===== src/rtl/traffic_phase_ctrl_pkg.sv =====
// Shared types and constants for the intersection phase controller.
// The FLASH encoding is only reachable when NIGHT_FLASH_EN is defined.
package traffic_pkg;

  typedef enum logic [2:0] {
    NS_G  = 3'd0,
    NS_Y  = 3'd1,
    AR1   = 3'd2,
    EW_G  = 3'd3,
    EW_Y  = 3'd4,
    AR2   = 3'd5,
    FLASH = 3'd6
  } phase_e;

  localparam logic [2:0] L_RED = 3'b100;
  localparam logic [2:0] L_YEL = 3'b010;
  localparam logic [2:0] L_GRN = 3'b001;
  localparam logic [2:0] L_OFF = 3'b000;
  localparam logic [3:0] BLANK = 4'hF;

  // Leaving FLASH re-enters the cycle through the second all-red clearance.
  function automatic phase_e next_phase(input phase_e p);
    phase_e n;
    case (p)
      NS_G:    n = NS_Y;
      NS_Y:    n = AR1;
      AR1:     n = EW_G;
      EW_G:    n = EW_Y;
      EW_Y:    n = AR2;
      AR2:     n = NS_G;
      default: n = AR2;
    endcase
    return n;
  endfunction

  // Returns {ns_light, ew_light}.
  function automatic logic [5:0] lamps_of(input phase_e p, input logic blink);
    logic [5:0] l;
    case (p)
      NS_G:    l = {L_GRN, L_RED};
      NS_Y:    l = {L_YEL, L_RED};
      EW_G:    l = {L_RED, L_GRN};
      EW_Y:    l = {L_RED, L_YEL};
      FLASH:   l = blink ? {L_YEL, L_YEL} : {L_OFF, L_OFF};
      default: l = {L_RED, L_RED};
    endcase
    return l;
  endfunction

endpackage


===== src/rtl/traffic_phase_ctrl_bin2bcd5.sv =====
// Combinational 5-bit binary to two-digit BCD converter (input range 0..31).
module bin2bcd5 (
  input  logic [4:0] bin_i,
  output logic [3:0] tens_o,
  output logic [3:0] ones_o
);

  always_comb begin
    if (bin_i >= 5'd30) begin
      tens_o = 4'd3;
      ones_o = 4'(bin_i - 5'd30);
    end else if (bin_i >= 5'd20) begin
      tens_o = 4'd2;
      ones_o = 4'(bin_i - 5'd20);
    end else if (bin_i >= 5'd10) begin
      tens_o = 4'd1;
      ones_o = 4'(bin_i - 5'd10);
    end else begin
      tens_o = 4'd0;
      ones_o = 4'(bin_i);
    end
  end

endmodule


===== src/rtl/traffic_phase_ctrl.sv =====
// Two-way intersection phase sequencer with per-phase countdown, BCD display and pedestrian cut.
// Optional night flashing mode is enabled by defining NIGHT_FLASH_EN.
module traffic_phase_ctrl
  import traffic_pkg::*;
#(
  parameter int T_GREEN   = 20,
  parameter int T_YELLOW  = 3,
  parameter int T_ALLRED  = 1,
  parameter int T_PED_MIN = 5
) (
  input  logic       clk,
  input  logic       rst_n,
  input  logic       tick,
  input  logic       pause,
  input  logic       ped_req,
`ifdef NIGHT_FLASH_EN
  input  logic       night,
`endif
  output logic [2:0] ns_light,
  output logic [2:0] ew_light,
  output phase_e     phase,
  output logic [4:0] remain,
  output logic [3:0] digit_tens,
  output logic [3:0] digit_ones,
  output logic       ped_pend
);

  localparam logic [3:0] RST_TENS = 4'(T_GREEN / 10);
  localparam logic [3:0] RST_ONES = 4'(T_GREEN % 10);

  phase_e     phase_q, phase_d;
  logic [4:0] remain_q, remain_d;
  logic       ped_pend_q, ped_pend_d;
  logic       ped_prev_q;
  logic       blink_q, blink_d;
  logic [2:0] ns_q, ns_d, ew_q, ew_d;
  logic [3:0] tens_q, tens_d, ones_q, ones_d;
  logic [3:0] bcd_tens, bcd_ones;

  logic step, ped_rise, is_green;
  assign step     = tick && !pause;
  assign ped_rise = ped_req && !ped_prev_q;
  assign is_green = (phase_q == NS_G) || (phase_q == EW_G);

  function automatic logic [4:0] dur_of(input phase_e p);
    logic [4:0] d;
    case (p)
      NS_G, EW_G: d = 5'(T_GREEN);
      NS_Y, EW_Y: d = 5'(T_YELLOW);
      default:    d = 5'(T_ALLRED);
    endcase
    return d;
  endfunction

  always_comb begin
    phase_d    = phase_q;
    remain_d   = remain_q;
    ped_pend_d = ped_pend_q;
    blink_d    = blink_q;

    // A phase expiry takes priority over a pending pedestrian cut.
    if (step && remain_q == 5'd1) begin
      phase_d  = next_phase(phase_q);
      remain_d = dur_of(phase_d);
    end else if (ped_pend_q && !pause && is_green) begin
      ped_pend_d = 1'b0;
      if (remain_q > 5'(T_PED_MIN)) begin
        remain_d = 5'(T_PED_MIN);
      end else if (step) begin
        remain_d = remain_q - 5'd1;
      end
    end else if (step) begin
      remain_d = remain_q - 5'd1;
    end

    if (ped_rise) begin
      ped_pend_d = 1'b1;
    end

`ifdef NIGHT_FLASH_EN
    if (night) begin
      phase_d    = FLASH;
      remain_d   = 5'd0;
      ped_pend_d = 1'b0;
      blink_d    = (phase_q == FLASH) ? (blink_q ^ step) : 1'b1;
    end else if (phase_q == FLASH) begin
      phase_d    = AR2;
      remain_d   = 5'(T_ALLRED);
      ped_pend_d = 1'b0;
      blink_d    = 1'b0;
    end
`endif

    {ns_d, ew_d} = lamps_of(phase_d, blink_d);
    tens_d = (phase_d == FLASH) ? BLANK : bcd_tens;
    ones_d = (phase_d == FLASH) ? BLANK : bcd_ones;
  end

  bin2bcd5 u_bcd (
    .bin_i  (remain_d),
    .tens_o (bcd_tens),
    .ones_o (bcd_ones)
  );

  always_ff @(posedge clk) begin
    if (!rst_n) begin
      phase_q    <= NS_G;
      remain_q   <= 5'(T_GREEN);
      ped_pend_q <= 1'b0;
      ped_prev_q <= 1'b0;
      blink_q    <= 1'b0;
      ns_q       <= L_GRN;
      ew_q       <= L_RED;
      tens_q     <= RST_TENS;
      ones_q     <= RST_ONES;
    end else begin
      phase_q    <= phase_d;
      remain_q   <= remain_d;
      ped_pend_q <= ped_pend_d;
      ped_prev_q <= ped_req;
      blink_q    <= blink_d;
      ns_q       <= ns_d;
      ew_q       <= ew_d;
      tens_q     <= tens_d;
      ones_q     <= ones_d;
    end
  end

  assign phase      = phase_q;
  assign remain     = remain_q;
  assign ped_pend   = ped_pend_q;
  assign ns_light   = ns_q;
  assign ew_light   = ew_q;
  assign digit_tens = tens_q;
  assign digit_ones = ones_q;

endmodule


===== config.mk =====
export PLATFORM = sky130hd
export DESIGN_NAME = traffic_phase_ctrl
export DESIGN_NICKNAME = d
export VERILOG_FILES = /design/src/rtl/traffic_phase_ctrl_pkg.sv /design/src/rtl/traffic_phase_ctrl_bin2bcd5.sv /design/src/rtl/traffic_phase_ctrl.sv
export SDC_FILE = /design/constraint.sdc
export NUM_CORES = 1
export LEC_CHECK = 0
export CORE_MARGIN = 1.5
export CORE_UTILIZATION = 49
export DETAILED_ROUTE_END_ITERATION = 12
export PLACE_DENSITY_LB_ADDON = 0.3
export SLEW_MARGIN = 20
export SYNTH_ARGS = -nofsm -noshare
export SYNTH_HDL_FRONTEND = slang
export SYNTH_SLANG_ARGS = --single-unit

===== constraint.sdc =====
create_clock -name clk -period 4.71 [get_ports clk]
set_input_delay 1.413 -clock clk [delete_from_list [all_inputs] [get_ports clk]]
set_output_delay 1.413 -clock clk [all_outputs]
set_load 0.03 [all_outputs]

==> results of run 1 <==
[cell usage after synthesis (2+ instances only)]
cell type  count  share of area
o22ai_1        2          0.010
nor2_1        16          0.050
a31oi_1        3          0.016
nand2_1       12          0.037
xnor2_1        3          0.022
nand3_1        5          0.021
a31o_2         2          0.015
nand4_1        2          0.010
and2_1         2          0.010
inv_1          6          0.019
o21ai_0        4          0.017
a21oi_1        7          0.029
dfxtp_1       23           0.38
buf_4          2          0.012
clkbuf_1       3         0.0094
mux2_2         3          0.028
a311oi_1       2          0.015
nor2b_1        4          0.021
ha_1           6          0.062
nor3_1         8          0.033
[kinds of logic after synthesis]
logic type	Yosys count	synth area share
flops	23	0.383
xor+xnor	5	0.0427
buf+inv	13	0.0531
compound gates	30	0.185
mux	4	0.0364
fa+ha+maj	6	0.0624
simple gates	57	0.237
[power by group]
group | leakage, uW | internal [uW] | switching [uW]
sequential | 0.000188 | 207 | 7.93
combinational | 0.000392 | 59.2 | 75.0
clock | 0.0000150 | 33.0 | 57.1
total | 0.000595 | 299 | 140
[final cells by class]
type                            count  area share
Clock buffer                        4      0.0173
Inverter                            6      0.0148
Multi-Input combinational cell    102       0.445
Sequential cell                    23       0.302
Tap cell                           28      0.0230
Timing Repair Buffer               31       0.197
[metal layers]
layer	wire, microns	track usage	vias up
met3	94	0.0343	2
met5	0	0	-
met4	17	0.0641	0
met2	1370	0.392	22
met1	1260	0.294	526
li1	-	-	551
[cells in the final DEF (no fill, tap or decap), types with 4 or more instances in the layout]
cell / count
o21ai_0: 4
dfxtp_1: 23
buf_4: 4
clkdlybuf4s50_1: 27
ha_1: 6
nand3_1: 5
nor2_1: 16
nand2_1: 12
a21oi_1: 7
nor2b_1: 4
inv_1: 6
nor3_1: 8
[critical path, stage by stage]
cell	delay, ps
clkdlybuf4s50_1	490
nor2b_1	50
buf_4	150
and4b_4	260
a31o_4	240
o21ai_0	320
ha_1	260
nor3_1	80
a311oi_2	400
mux2_2	380
a311oi_1	240
[sequential cells by signal, summed over array words and instances, names as in the netlist]
signal and count:
remain 5, digit_ones 4, digit_tens 3, ew_light 3, ns_light 3, phase 3, ped_pend 1, ped_prev_q 1
[how the worst max path moves through the flow]
stage | startpoint | to | slack, ps | cells past startpoint
after floorplan | tick | digit_ones[2]$_SDFF_PN0_ | 860 | 11
after global placement | pause | digit_ones[2]$_SDFF_PN0_ | 390 | 11
after detailed placement | pause | digit_ones[2]$_SDFF_PN0_ | 300 | 11
after CTS | pause | digit_ones[2]$_SDFF_PN0_ | 640 | 11
after global routing | pause | digit_ones[2]$_SDFF_PN0_ | 430 | 11
final | pause | digit_ones[2]$_SDFF_PN0_ | 640 | 11
[stage by stage]
step | total power, uW | cells
after floorplan | 306 | 138
after global placement | 352 | 190
after detailed placement | 352 | 190
after CTS | 440 | 194
after global routing | 466 | 194
final | 439 | 194
==> impl_metrics.tcl, run 1 <==
set metrics [dict create \
    outcome "completed" \
    finClkSkew_ps 5.70 \
    placed_cell_area_sq_mm 0.00150 \
    worst_slack_ps 641 \
    fin_crit_sh 0.864 \
    core-area_sq_mm 0.00225 \
    dp_hpwl_microns 2090 \
    synth_ff_type "dfxtp_1" \
    hold_ws_ps 545 \
    grt_overflow 0 \
    crit_type "input port to flip-flop" \
    die_height_microns 52.5 \
    initial_core_util 0.533 \
    critPathRequiredTime_ps 4940 \
    critical_path.max_fanout 11 \
    rsz0062_at_grt "no" \
    worstHoldPathType "flip-flop to flip-flop" \
    fin_crit_ps 4070 \
    ys_seq_elements 23 \
    pre_cts_slack_ps 305 \
    r2r_start "remain[1]$_SDFF_PN0_" \
    area_growth_pct 26.6 \
    die_area_sq_mm 0.00276 \
    via_per_inst 5.68 \
    reg2reg_depth 12 \
    vias 1101 \
    antenna_found_initial 0 \
    drt_first_pass_iters 4 \
    grt_max_degree 17 \
    io_pins 28 \
    regArea_sq_um 460 \
    grt_pass1_vias 1039 \
    fin_nets 178 \
    layout-drive-gt1-share 0.102 \
    synth_cell_types 43 \
    async_flop_share 0 \
    min_from "ped_prev_q$_SDFF_PN0_" \
    synth-edff-count 0 \
    worst-endpoint-arrival_ps 4300 \
    htree_levels 1 \
    cts.clk_slew.worst_paths_ps 120 \
    synth-seq-area-share 0.383 \
    worst_slew_pin_slew_ps 668 \
    cp-end-kind "flip-flop" \
    r2r_setup_slack_ps 1520 \
    ctsHoldBuffers 0 \
    cts_tree "built" \
    drv_slew 0 \
    io_buffers 27 \
    vdd_drop_max_mv 0.178 \
    syn_nets 149 \
    ys_warn_count 0 \
    grt_first_pass_wirelength_microns 4670 \
    cap_violations 0 \
    antennaDiodeCount 0 \
    avgSynthCellArea_sq_um 8.71 \
    ctsResizeCount 0 \
    hold_violations 0 \
    clk_path_buf_depth 2 \
    setup_violations 0 \
    wl_per_cell_microns 14.1 \
    p_per_area_mw_per_mm2 289 \
    worstSetupStartpointType "input port" \
    drc 0 \
    grt_use_total 0.228 \
    nFillCells 210 \
    clock-sinks 23 \
    num_rows 17 \
    gp_congestion 0.918 \
    numCtsBuffers 3 \
    synth.cell_area_sq_mm 0.00120 \
    relSlewSlack 0.555 \
    tns_ps 0 \
    final_cell_area_sq_mm 0.00152 \
    multi_input_area_sq_um 678 \
    r2r_end "digit_ones[2]$_SDFF_PN0_" \
    p_leak_uw 0.000595 \
    holdPathEnd "ped_pend$_SDFFE_PN0P_" \
    max_freq_mhz 246 \
    routed_wl_microns 2730 \
    fin_util 0.675 \
    final_antenna_net_count 0 \
    drtIter0Drc 29 \
    postCtsSetupRepairBufs 0 \
    synth_cells 138 \
    hold_path_depth 3 \
    clkLatencyLatePin_ps 310 \
    die_x_microns 52.5 \
    clock-root-buffer "clkbuf_4" \
]
(Power assumes the default switching activity.)
==> run 2: changes to the inputs <==
==> constraint.sdc (replaced) <==
create_clock -name clk -period 4.71 [get_ports clk]
set_input_delay 0.942 -clock clk [delete_from_list [all_inputs] [get_ports clk]]
set_output_delay 0.942 -clock clk [all_outputs]
set_load 0.03 [all_outputs]
==> impl_metrics.tcl, run 2 (same netlist as run 1, synthesis figures left out) <==
set metrics [dict create \
    antenna_found_initial 0 \
    initial_core_util 0.533 \
    crit_type "input port to flip-flop" \
    critical_path.max_fanout 8 \
    vdd_drop_max_mv 0.235 \
    finClkSkew_ps 5.78 \
    die_height_microns 52.5 \
    cp-end-kind "flip-flop" \
    min_from "ped_prev_q$_SDFF_PN0_" \
    fin_nets 174 \
    worst_slew_pin_slew_ps 656 \
    fin_crit_ps 3880 \
    fin_crit_sh 0.823 \
    ctsResizeCount 0 \
    nFillCells 205 \
    worstHoldPathType "flip-flop to flip-flop" \
    tns_ps 0 \
    clock-sinks 23 \
    wl_per_cell_microns 14.3 \
    clk_path_buf_depth 2 \
    largest_reg_flops 5 \
    antennaDiodeCount 0 \
    area_growth_pct 24.1 \
    clkLatencyLatePin_ps 320 \
    hold_ws_ps 550 \
    io_pins 28 \
    clock-root-buffer "clkbuf_4" \
    grt_first_pass_wirelength_microns 4350 \
    cts_tree "built" \
    drv_slew 0 \
    htree_levels 1 \
    io_buffers 27 \
    drtIter0Drc 15 \
    critPathRequiredTime_ps 4940 \
    max_freq_mhz 258 \
    num_rows 17 \
    p_per_area_mw_per_mm2 291 \
    postCtsSetupRepairBufs 0 \
    mostFrequentLayoutCells "27 x clkdlybuf4s50_1, 23 x dfxtp_1, 16 x nor2_1" \
    drt_first_pass_iters 5 \
    rsz0062_at_grt "no" \
    design_power_total_uw 435 \
    path_cells "clkdlybuf4s50_1, nor2b_1, nand2_1, xnor2_1, o21ai_0, ha_1, nor3_1, a311oi_2, mux2_2, a311oi_1" \
    cts.clk_slew.worst_paths_ps 120 \
    grt_pass1_vias 988 \
    dp_hpwl_microns 2040 \
    worst-endpoint-arrival_ps 4110 \
    numCtsBuffers 3 \
    via_per_inst 5.67 \
    final_common_cell "clkdlybuf4s50_1" \
    routed_wl_microns 2720 \
    die_x_microns 52.5 \
    critical_path.max_stage_delay_ps 540 \
    die_area_sq_mm 0.00276 \
    startpoint "tick" \
    vias 1077 \
    grt_use_total 0.219 \
    final_antenna_net_count 0 \
    p_leak_uw 0.000576 \
    worstSetupStartpointType "input port" \
    hold_violations 0 \
    ctsHoldBuffers 0 \
    drc 0 \
    layout-drive-gt1-share 0.0802 \
    relSlewSlack 0.558 \
    crit_slowest_cell "o21ai_0" \
    setup_violations 0 \
    outcome "completed" \
    core-area_sq_mm 0.00225 \
    r2r_start "remain[1]$_SDFF_PN0_" \
    cap_violations 0 \
    gp_congestion 0.926 \
    grt_max_degree 17 \
    grt_overflow 0 \
]
-- run 2: changes by cell type in the layout (fill, tap and decap cells not counted), sizes merged --
cell  delta
buf      -4
-- run 2: power by group --
part | switching, uW | internal [uW] | total (uW)
combinational | 73.6 | 54.9 | 129
sequential | 7.25 | 207 | 214
clock | 59.0 | 33.2 | 92.1
-- run 2: layer usage --
metal  part of all wire  GRT usage
met1               0.46      0.272
met2               0.49      0.367
met3              0.031     0.0371
met4              0.018      0.103
met5                  0          0
-- run 2: path summary, 6_finish.rpt --
check / slack (ps) / end / depth (start not counted)
max: 830 / digit_ones[2]$_SDFF_PN0_ / 10
min: 550 / ped_pend$_SDFFE_PN0P_ / 3
max reg2reg: 1400 / digit_ones[2]$_SDFF_PN0_ / 10
min reg2reg: 550 / ped_pend$_SDFFE_PN0P_ / 3
-- run 2: cell type report --
type | count | area, sq um | area share
multi-input combinational | 102 | 678 | 0.454
sequential | 23 | 460 | 0.308
timing repair buffer | 27 | 270 | 0.181
tap | 28 | 35.0 | 0.0235
clock buffer | 4 | 26.3 | 0.0176
inverter | 6 | 22.5 | 0.0151
-- run 2: critical path, delay by kind of cell --
kind	cells	cell delay (ps)
mux	1	380
fa+ha+maj	1	300
buf+inv	1	470
simple gates	3	650
xor+xnor	1	160
compound gates	3	1200
-- run 2: metrics by stage --
stage | setup WS, ps | std cells | instance area, sq um | util
finish | 833 | 190 | 1490 | 0.662
global route | 572 | 190 | 1490 | 0.662
CTS | 851 | 190 | 1490 | 0.662
detailed placement | 535 | 186 | 1470 | 0.650
global placement | 549 | 186 | 1470 | 0.650
floorplan | 1330 | 138 | 1200 | -
